--- src/rtl/rtf_nimplus.sv ---
// GMII receiver for otsdaq UDP register commands addressed to this board; commits a
// single-cycle write or read request (plus frame_ok/frame_bad) one cycle after RXDV falls.
module rtf_nimplus (
   input  logic        PHY_RXCLK,
   input  logic        RESET,
   input  logic        PHY_RXCTL_RXDV,
   input  logic [7:0]  PHY_RXD,
   input  logic        PHY_RXER,
   output logic        wr_en,
   output logic [35:0] wr_addr,
   output logic [63:0] wr_data,
   output logic        rd_en,
   output logic [35:0] rd_addr,
   output logic [7:0]  rd_count,
   output logic        frame_ok,
   output logic        frame_bad
);

   typedef enum logic [2:0] {S_IDLE, S_PRE, S_BODY, S_DROP, S_COMMIT} state_t;

   state_t      state_q;
   logic [10:0] cnt_q;
   logic [31:0] crc_q;
   logic        rxer_q;
   logic        is_wr_q;
   logic [7:0]  nwords_q;
   logic [35:0] addr_q;
   logic [63:0] data_q;

   logic        wr_en_q, rd_en_q, frame_ok_q, frame_bad_q;
   logic [35:0] wr_addr_q, rd_addr_q;
   logic [63:0] wr_data_q;
   logic [7:0]  rd_count_q;

   logic [31:0] crc_d;
   logic [8:0]  hdr_exp_d;
   logic        hdr_bad_d;
   logic        len_ok_d;
   logic        frame_good_d;

   function automatic logic [31:0] crc_byte(input logic [31:0] c, input logic [7:0] d);
      logic [31:0] r;
      r = c ^ {24'h0, d};
      for (int i = 0; i < 8; i++)
         r = r[0] ? ((r >> 1) ^ 32'hEDB88320) : (r >> 1);
      return r;
   endfunction

   function automatic logic [31:0] bitrev32(input logic [31:0] v);
      logic [31:0] r;
      for (int i = 0; i < 32; i++)
         r[i] = v[31-i];
      return r;
   endfunction

   // {must_match, value} for each fixed header byte; offsets not listed are don't-care
   function automatic logic [8:0] hdr_byte(input logic [10:0] off);
      case (off)
         11'd0:   hdr_byte = 9'h100;
         11'd1:   hdr_byte = 9'h180;
         11'd2:   hdr_byte = 9'h155;
         11'd3:   hdr_byte = 9'h1ec;
         11'd4:   hdr_byte = 9'h100;
         11'd5:   hdr_byte = 9'h178;
         11'd12:  hdr_byte = 9'h108;
         11'd13:  hdr_byte = 9'h100;
         11'd14:  hdr_byte = 9'h145;
         11'd23:  hdr_byte = 9'h111;
         11'd30:  hdr_byte = 9'h1c0;
         11'd31:  hdr_byte = 9'h1a8;
         11'd32:  hdr_byte = 9'h12e;
         11'd33:  hdr_byte = 9'h178;
         11'd36:  hdr_byte = 9'h107;
         11'd37:  hdr_byte = 9'h1d7;
         default: hdr_byte = 9'h000;
      endcase
   endfunction

   always_comb begin
      crc_d        = crc_byte(crc_q, PHY_RXD);
      hdr_exp_d    = hdr_byte(cnt_q);
      hdr_bad_d    = hdr_exp_d[8] && (PHY_RXD != hdr_exp_d[7:0]);
      len_ok_d     = is_wr_q ? (cnt_q == 11'd64 && nwords_q == 8'd1)
                             : (cnt_q == 11'd56 && nwords_q != 8'd0);
      frame_good_d = len_ok_d && !rxer_q && (bitrev32(crc_q) == 32'hC704DD7B);
   end

   always_ff @(posedge PHY_RXCLK) begin
      if (RESET) begin
         state_q     <= S_IDLE;
         cnt_q       <= '0;
         crc_q       <= '1;
         rxer_q      <= 1'b0;
         is_wr_q     <= 1'b0;
         nwords_q    <= '0;
         addr_q      <= '0;
         data_q      <= '0;
         wr_en_q     <= 1'b0;
         rd_en_q     <= 1'b0;
         frame_ok_q  <= 1'b0;
         frame_bad_q <= 1'b0;
         wr_addr_q   <= '0;
         wr_data_q   <= '0;
         rd_addr_q   <= '0;
         rd_count_q  <= '0;
      end else begin
         wr_en_q     <= 1'b0;
         rd_en_q     <= 1'b0;
         frame_ok_q  <= 1'b0;
         frame_bad_q <= 1'b0;
         case (state_q)
            S_IDLE: begin
               if (PHY_RXCTL_RXDV) begin
                  state_q <= S_PRE;
                  rxer_q  <= PHY_RXER;
               end
            end
            S_PRE: begin
               rxer_q <= rxer_q | PHY_RXER;
               if (!PHY_RXCTL_RXDV) begin
                  state_q <= S_IDLE;
               end else if (PHY_RXD == 8'hD5) begin
                  state_q <= S_BODY;
                  cnt_q   <= '0;
                  crc_q   <= '1;
                  is_wr_q <= 1'b0;
               end else if (PHY_RXD != 8'h55) begin
                  state_q <= S_DROP;
               end
            end
            S_BODY: begin
               if (!PHY_RXCTL_RXDV) begin
                  state_q <= S_COMMIT;
                  if (frame_good_d) begin
                     frame_ok_q <= 1'b1;
                     if (is_wr_q) begin
                        wr_en_q   <= 1'b1;
                        wr_addr_q <= addr_q;
                        wr_data_q <= data_q;
                     end else begin
                        rd_en_q    <= 1'b1;
                        rd_addr_q  <= addr_q;
                        rd_count_q <= nwords_q;
                     end
                  end else begin
                     frame_bad_q <= 1'b1;
                  end
               end else if (hdr_bad_d) begin
                  state_q <= S_DROP;
               end else begin
                  crc_q  <= crc_d;
                  rxer_q <= rxer_q | PHY_RXER;
                  if (cnt_q != 11'h7ff)
                     cnt_q <= cnt_q + 11'd1;
                  if (cnt_q == 11'd42)
                     is_wr_q <= PHY_RXD[0];
                  if (cnt_q == 11'd43)
                     nwords_q <= PHY_RXD;
                  // address bytes above bit 35 are discarded
                  for (int i = 0; i < 4; i++)
                     if (cnt_q == 11'(44 + i))
                        addr_q[i*8 +: 8] <= PHY_RXD;
                  if (cnt_q == 11'd48)
                     addr_q[35:32] <= PHY_RXD[3:0];
                  for (int i = 0; i < 8; i++)
                     if (cnt_q == 11'(52 + i))
                        data_q[i*8 +: 8] <= PHY_RXD;
               end
            end
            S_DROP: begin
               if (!PHY_RXCTL_RXDV)
                  state_q <= S_IDLE;
            end
            S_COMMIT: begin
               // a back-to-back frame may already be presenting preamble here
               state_q <= PHY_RXCTL_RXDV ? S_PRE : S_IDLE;
               rxer_q  <= PHY_RXCTL_RXDV & PHY_RXER;
            end
            default: state_q <= S_IDLE;
         endcase
      end
   end

   assign wr_en     = wr_en_q;
   assign wr_addr   = wr_addr_q;
   assign wr_data   = wr_data_q;
   assign rd_en     = rd_en_q;
   assign rd_addr   = rd_addr_q;
   assign rd_count  = rd_count_q;
   assign frame_ok  = frame_ok_q;
   assign frame_bad = frame_bad_q;

endmodule

--- config.mk ---
export PLATFORM = sky130hd
export DESIGN_NAME = rtf_nimplus
export DESIGN_NICKNAME = d
export VERILOG_FILES = /design/src/rtl/rtf_nimplus.sv
export SDC_FILE = /design/constraint.sdc
export NUM_CORES = 1
export LEC_CHECK = 0
export CAP_MARGIN = 20
export CORE_UTILIZATION = 55
export CTS_BUF_LIST = sky130_fd_sc_hd__clkbuf_4
export DETAILED_ROUTE_END_ITERATION = 6
export MAX_ROUTING_LAYER = met4
export PLACE_DENSITY = 0.79
export SLEW_MARGIN = 20
export SYNTH_ARGS = -nofsm -noshare
export SYNTH_HDL_FRONTEND = slang
export SYNTH_SLANG_ARGS = --single-unit
--- constraint.sdc ---
create_clock -name PHY_RXCLK -period 5.8 [get_ports PHY_RXCLK]
set_input_delay 0.58 -clock PHY_RXCLK [delete_from_list [all_inputs] [get_ports PHY_RXCLK]]
set_output_delay 0.58 -clock PHY_RXCLK [all_outputs]
set_load 0.005 [all_outputs]
Yosys cells after proc, flatten, opt, wreduce, memory -nomap -nowiden:

Memory sizes are Yosys's and may differ from the RTL's. A register that Yosys moved wholly into a read port is not among the register bits.
Index checks and enable logic that the tools add are counted.

* register bits: 304
* latch bits: 0
* memory bits (writable): 0
* memory bits (read-only): 576
* bits of input ports: 12
* output and inout port bits: 148
* logic and storage cells: 161
* memories: 1

* add/subtract/negate cells: 1
* $mul: 0
* divide/modulo/power cells: 0
* $lt $le $gt $ge: 0
* equal/unequal tests: 36
* shift operators: 0
* muxes and demuxes: 46
* bitwise logic cells: 16
* reductions and logical operators: 34

Memory list
* (no name shown): words 64, bits a word 9, rd ports 1, clocked after Yosys merged registers in 1, write ports 0, line 58 `case (off)`

Operators with widths (number)
* 2-to-1 mux 32 bit: 12
* == test 11 x 6 -> 1 bit (second input constant): 15
* inverter 13 -> 14 bit: 8
* AND reduction 4 bit: 18
* case mux 32 bit (2 select lines): 1
* 2-to-1 mux 11 bit: 5
* == test 32 bit (second input constant): 1
* XOR 32 x 8 -> 32 bit: 1
* case mux 11 bit (2 select lines): 1
* 2-to-1 mux 3 bit: 7
* inequality test 2 bit (second input constant): 8
* case mux 3 bit (5 select lines): 1
* 2-to-1 mux 1 bit: 14
* 2-to-1 mux 6 bit: 2
* AND reduction 6 bit: 2
* adder 11 x 1 -> 11 bit (second input constant): 1
* == test 11 x 7 -> 1 bit (second input constant): 1
* inequality test 11 bit (second input constant): 1
* 2-to-1 mux 9 bit: 1
* == test 8 x 1 -> 1 bit (second input constant): 1
* == test 8 bit (second input constant): 1
* inequality test 8 x 7 -> 1 bit (second input constant): 1
* inequality test 8 bit: 1
* nonzero test 8 bit: 1
* other kinds (19): 28

Longest topological paths before layout:

Gate-level depths: netlist of run 1.

* depth after elaboration: 20
* mapped depth: 13
* depth with buffers taken out: 11

Worst setup path after synthesis of run 1:

Ideal clock, no wire load.

* kind: input-to-reg
* start: in PHY_RXD[3]
* end: reg with a tool-made name
* setup time: 0.092 ns
* data arrival time: 3.202 ns
* data required time: 5.708 ns
* slack: 2.505 ns
* stages: 12
* buffers on the path: 2
* cell sequence: clkbuf_1 > or4b_1 > nor4b_2 > a31o_2 > nand2_1 > a21oi_2 > buf_4 > mux2i_1 > nor2_2 > nor3_1 > a22oi_1 > o32ai_1

RTL lines
* start: declaration: line 7 `input logic [7:0] PHY_RXD,`

Worst setup path after layout of run 1:

* start: reg cnt_q[7]
* end: reg data_q[45]

* cells in the longest elaborated chain, start to end: 6
* elaborated cells on any way between the ends: 7
* those cells by class: eq/ne (2); mux (1); bitwise (1); reduce/logical (3)

Ends and longest elaborated chain
* start: declaration: line 22 `logic [10:0] cnt_q;`
* start signal: assignment: line 154 `cnt_q <= cnt_q + 11'd1;`
* zero test 5 bit: line 58
* 2-to-1 mux 9 bit: line 58
* inequality test 8 bit: line 82 `hdr_bad_d = hdr_exp_d[8] && (PHY_RXD != hdr_exp_d[7:0]);`
* logical AND 1 bit: line 82
* inverter 1 bit (no source line)
* AND reduction 4 bit (no source line) *
* end signal: assignment: line 97 `data_q <= '0;`
* end signal: indexed assignment: line 167 `data_q[i*8 +: 8] <= PHY_RXD;`
* end: declaration: line 28 `logic [63:0] data_q;`

Every way passes the cells marked *; elsewhere a longest branch is shown, timed or not.
A chain may end at the register's enable or synchronous reset.

==> results of run 1 <==
==> kinds of logic after synthesis <==
| logic type | after synthesis | synth area share |
|---|---|---|
| muxes | 56 | 0.0434 |
| and+or+nand+nor | 608 | 0.228 |
| adders and majority gates | 4 | 0.00388 |
| buffers and inverters | 124 | 0.0393 |
| xor gates and xnor gates | 84 | 0.0570 |
| DFF | 313 | 0.486 |
| AOI/OAI and AO/OA | 300 | 0.143 |
==> report_power, final <==
group	switching (mW)	leakage [nW]	internal, mW
sequential	0.00492	2.52	2.15
combinational	0.138	2.68	0.0829
clock	0.858	0.556	0.948
total	1.00	5.76	3.18
==> metrics by stage <==
stage / hold slack [ps] / power, mW / std cells / worst slack, ps
2_1_floorplan: 432 / 2.37 / 1489 / 2510
3_3_place_gp: 441 / 2.42 / 1866 / 1140
3_5_place_dp: 443 / 2.42 / 1866 / 1060
4_1_cts: 352 / 4.21 / 1988 / 1540
5_1_grt: 400 / 4.34 / 1992 / 1190
6_report: 399 / 4.18 / 1992 / 1500
==> synthesized netlist by cell type (20+ instances only) <==
| master | count | area [µm²] |
|---|---|---|
| a21oi_1 | 181 | 906 |
| clkbuf_1 | 93 | 349 |
| dfxtp_1 | 313 | 6270 |
| mux2i_1 | 56 | 561 |
| nand2_1 | 218 | 818 |
| nand2b_1 | 65 | 407 |
| nand3_1 | 53 | 265 |
| nor2_1 | 146 | 548 |
| nor2b_1 | 43 | 269 |
| nor3_1 | 20 | 100 |
| o22a_1 | 37 | 324 |
| xnor2_1 | 52 | 455 |
| xor2_1 | 32 | 280 |
==> final cells by class <==
cell class / count / area share
Sequential cell: 313 / 0.402
Multi-Input combinational cell: 1052 / 0.397
Timing Repair Buffer: 179 / 0.113
Clock buffer: 109 / 0.0525
Tap cell: 313 / 0.0251
Clock inverter: 13 / 0.00747
Inverter: 10 / 0.00241
Antenna cell: 3 / 0.000482
==> layer usage <==
layer / routed length (µm) / vias up / part of all wire
li1: - / 5363 / -
met1: 15800 / 5287 / 0.45
met2: 16300 / 434 / 0.46
met3: 2480 / 59 / 0.071
met4: 577 / 0 / 0.016
met5: 0 / - / 0
==> worst max-delay path by stage <==
| stage | depth (start not counted) | end | slack, ps | startpoint |
|---|---|---|---|---|
| finish | 12 | data_q[45] | 1500 | cnt_q[7] |
| global route | 12 | data_q[42] | 1190 | cnt_q[7] |
| CTS | 12 | data_q[46] | 1540 | cnt_q[7] |
| detailed placement | 12 | data_q[46] | 1060 | PHY_RXD[1] |
| global placement | 12 | data_q[45] | 1140 | PHY_RXD[1] |
| floorplan | 12 | flop | 2510 | PHY_RXD[3] |
==> sequential cells by signal (all words and copies together), names as in the netlist, named ones only <==
name	cells
rd_en	1
addr_q	36
state_q	3
crc_q	32
frame_bad	1
cnt_q	11
wr_en	1
data_q	64
wr_data	64
rxer_q	1
is_wr_q	1
nwords_q	8
wr_addr	36
frame_ok	1
rd_count	8
rd_addr	36
==> critical path: cells and delay by family (launching register included) <==
kind                   cells  cell delay [ps]
DFF                        1              360
and+or+nand+nor            6             2220
AOI/OAI and AO/OA          4              970
buffers and inverters      2              590
==> reports/metrics.yaml, run 1 <==
outcome:
  status: "completed"
synth:
  synth_flop_cell: "dfxtp_1"
  syn_avg_cell_area_um2: 8.67
  ys_warn_count: 0
  synth_cells: 1489
  syn_nets: 1505
  async_reset_ff_frac: 0
  netlist_area_um2: 12900
  synth_edf_count: 0
  synth_cell_types: 63
  synth-seq-cells: 313
  ys_seq_area_frac: 0.486
setup_path:
  rr_worst_depth: 12
  crit_fanout: 27
  arrival_ps: 4820
  cp_data_required_time_ps: 6320
  regToRegSetupSlack_ps: 1500
  path_cells: "or4_4, or2_1, o31a_1, a211o_1, a21oi_2, buf_4, nand2_1, nor4_4, buf_4, nand2_1, nand2_1, a21oi_1"
  critPathCaptureType: "flop"
  cp_common_cell: "nand2_1"
  startpoint_type: "flop"
  worst_r2r_startpoint: "cnt_q[7]"
  slowest_stage: "or4_4"
  r2r-end: "data_q[45]"
  cp_slowest_stage_delay_ps: 580
  path_class: "flop to flop"
timing:
  grt_setup_unrepaired: "no"
  min_period_ps: 4300
  finClkSkew_ps: 59.6
  max_freq_mhz: 233
  setup_viol: 0
  finalHoldViolCount: 0
  fin_crit_sh: 0.741
  worstMarginPinSlew_ps: 968
  finalSetupTns_ps: 0
  max-slew-margin-rel: 0.355
  report.final.slew_viol_count: 0
cts:
  cts_buffer_depth: 3
  clk_pin_slew_worst_paths_ps: 60
  cts_buffers: 80
  cts_tree: "built"
  clk_latency_ps: 690
  post-cts-setup-buffers: 0
  root_buffer: "clkbuf_4"
  cts.htree.levels: 3
  clock-sinks: 313
  ctsResizeCount: 0
  cts_hold_buf: 0
routing:
  routed_wl_um: 35200
  num_vias: 11143
  detail_route.iter0.violations: 839
  antenna_left: 0
  viasPerCell: 5.59
  firstDrtPassIters: 5
  drc: 0
  wl_per_cell_um: 17.7
hold_path:
  hp-start: "RESET"
  min_path_cells: 2
  min_path_type: "input pin to flop"
  hold_end: "nwords_q[2]"
layout:
  mostFrequentLayoutCell: "dfxtp_1"
  drive_above_1_share: 0.0961
  multi_input_area_um2: 6180
  area_growth_pct: 20.7
  fill_cells: 1953
  seq_area_um2: 6270
  layout.nets: 1652
  layout.cells.most_common_list: "dfxtp_1 (313), nand2_1 (217), a21oi_1 (181), clkdlybuf4s50_1 (158), nor2_1 (146)"
  fin_area_um2: 15600
  final_util: 0.682
global_route:
  grt_first_pass_wirelength_um: 56000
  grt_pass1_vias: 10713
  gr-usage-met3: 0.0571
  grt_start_max_net_pins: 120
  grt.busiest_layer: "met2"
  grt_overflow: 0
  track_usage: 0.301
  grt_use_met1: 0.390
  use_met2: 0.473
  antenna_found_initial: 1
floorplan:
  num_rows: 55
  io_pins: 160
  fp.dieArea_um2: 24100
  die_w_um: 155
  core_um2: 22800
  die-height_um: 155
  initial_core_util: 0.565
place:
  gp_congestion: 0.909
  dpl.hpwl_um: 22700
  post_dp_cell_area_um2: 14600
  portBuffers: 159
job:
  drv_cap: 0
power_and_ir_drop:
  power_leakage_nw: 5.76
  vdd_drop_max_uv: 173
  p_per_area_nw_per_um2: 269
Power figures use the tool's default switching activity.
==> inputs of run 2 (changes only) <==
- CORE_UTILIZATION: 55 -> 52
- PLACE_DENSITY: 0.79 -> 0.78
- clock period: 5.8 -> 3.7 ns (I/O delays scaled with it)
==> reports/metrics.yaml, run 2 (same netlist as run 1, synthesis figures left out) <==
setup_path:
  arrival_ps: 4170  # was 4820 ps
  path_class: "flop to flop"  # unchanged
  crit_start: "cnt_q[10]"  # was cnt_q[7]
  critPathCaptureType: "flop"  # unchanged
  rr_worst_depth: 11  # was 12
  startpoint_type: "flop"  # unchanged
  cp_data_required_time_ps: 4310  # was 6320 ps
  crit_fanout: 7  # was 27
  worst_r2r_startpoint: "cnt_q[10]"  # was cnt_q[7]
  regToRegSetupSlack_ps: 140  # was 1500 ps
global_route:
  grt_first_pass_wirelength_um: 57200  # was 56000 µm
  grt_start_max_net_pins: 113  # was 120
  antenna_found_initial: 1  # unchanged
  track_usage: 0.287  # was 0.301
  grt_pass1_vias: 10971  # was 10713
  grt_overflow: 0  # unchanged
layout:
  area_growth_pct: 24.2  # was 20.7%
  layout.nets: 1693  # was 1652
  mostFrequentLayoutCell: "dfxtp_1"  # unchanged
  fin_cells: 2054  # was 1992
  fin_area_um2: 16000  # was 15600 µm²
  layout.cells.most_common_list: "dfxtp_1 (313), nand2_1 (216), a21oi_1 (181), clkdlybuf4s50_1 (158), nor2_1 (146)"  # was dfxtp_1 (313), nand2_1 (217), a21oi_1 (181), clkdlybuf4s50_1 (158), nor2_1 (146)
  drive_above_1_share: 0.121  # was 0.0961
  final_util: 0.659  # was 0.682
power_and_ir_drop:
  power_leakage_nw: 6.04  # was 5.76 nW
  total_power_mw: 6.68  # was 4.18 mW
  p_per_area_nw_per_um2: 417  # was 269 nW/µm²
  vdd_drop_max_uv: 267  # was 173 µV
routing:
  num_vias: 11243  # was 11143
  antenna_left: 0  # unchanged
  viasPerCell: 5.47  # was 5.59
  wl_per_cell_um: 17.3  # was 17.7 µm
  routed_wl_um: 35500  # was 35200 µm
  firstDrtPassIters: 7  # was 5
  drc: 0  # unchanged
  detail_route.iter0.violations: 955  # was 839
floorplan:
  fp.dieArea_um2: 25500  # was 24100 µm²
  initial_core_util: 0.531  # was 0.565
  io_pins: 160  # unchanged
  die_w_um: 160  # was 155 µm
  core_um2: 24300  # was 22800 µm²
  die-height_um: 160  # was 155 µm
  num_rows: 57  # was 55
timing:
  finalSetupTns_ps: 0  # unchanged
  finClkSkew_ps: 54.7  # was 59.6 ps
  report.final.slew_viol_count: 0  # unchanged
  min_period_ps: 3560  # was 4300 ps
  max-slew-margin-rel: 0.283  # was 0.355
  hold_slack_ps: 191  # was 399 ps
  fin_ws_ps: 145  # was 1500 ps
  max_freq_mhz: 281  # was 233 MHz
  fin_crit_sh: 0.961  # was 0.741
  setup_viol: 0  # unchanged
  grt_setup_unrepaired: "yes"  # was no
  finalHoldViolCount: 0  # unchanged
  worstMarginPinSlew_ps: 1080  # was 968 ps
cts:
  cts_buffer_depth: 3  # unchanged
  cts.htree.levels: 3  # unchanged
  cts_hold_buf: 0  # unchanged
  clk_latency_ps: 700  # was 690 ps
  clk_pin_slew_worst_paths_ps: 70  # was 60 ps
  cts_buffers: 81  # was 80
  clock-sinks: 313  # unchanged
  post-cts-setup-buffers: 0  # unchanged
  cts_tree: "built"  # unchanged
  root_buffer: "clkbuf_4"  # unchanged
place:
  portBuffers: 159  # unchanged
  post_dp_cell_area_um2: 15000  # was 14600 µm²
  gp_congestion: 0.924  # was 0.909
  dpl.hpwl_um: 23200  # was 22700 µm
  post-place-cells: 1918  # was 1866
  place_ws_ps: -55.9  # was 1060 ps
job:
  drv_cap: 0  # unchanged
outcome:
  status: "completed"  # unchanged
hold_path:
  min_path_type: "input pin to flop"  # unchanged
  hp-start: "RESET"  # unchanged
-- run 2: cell types whose count changed in the layout (fill, tap and decap cells not counted), sizes merged --
cell,previous run,this run
clkbuf,110,114
inv,12,11
clkinvlp,1,0
buf,20,60
clkinv,8,19
diode,3,1
-- run 2: timing repair --
| action | 4_1_cts | 5_1_grt |
|---|---|---|
| endpoints found under the setup margin | 0 | 65 |
| gates resized for setup | 0 | 5 |
| endpoints found under the hold margin | 0 | 0 |
-- run 2: where the power goes --
group | internal (mW) | switching [mW]
clock network | 1.55 | 1.39
logic | 0.145 | 0.214
registers | 3.37 | 0.00792
total | 5.07 | 1.61
-- run 2: worst min path at each step --
stage | endpoint | depth (start not counted)
floorplan | data_q[0] | 2
global placement | wr_addr[16] | 2
detailed placement | wr_addr[18] | 2
CTS | addr_q[1] | 2
global route | addr_q[1] | 2
finish | addr_q[1] | 2
-- run 2: area by class of cell --
type / instances / area [µm²]
clock buffers: 113 / 848
repair buffers: 219 / 2120
multi-input cells: 1052 / 6190
inverters: 10 / 37.5
diodes: 1 / 2.50
clock inverters: 22 / 154
well taps: 324 / 405
fillers: 2044 / 8290
flip-flops and latches: 313 / 6270
-- run 2: routing by layer --
| layer | track usage | routed length, µm |
|---|---|---|
| met4 | 0.110 | 1020 |
| met1 | 0.354 | 15600 |
| met5 | - | 0 |
| met3 | 0.0722 | 2590 |
| met2 | 0.449 | 16400 |
-- run 2: critical path, stage by stage (launching register included) --
cell     delay (ps)
dfxtp_1         330
or4_4           580
or2_1           320
o31a_1          340
a211o_1         380
a21oi_4         290
buf_4           210
mux2i_1         280
nand3_1         110
nor4b_1         360
a22oi_1         170
nand2_1         100
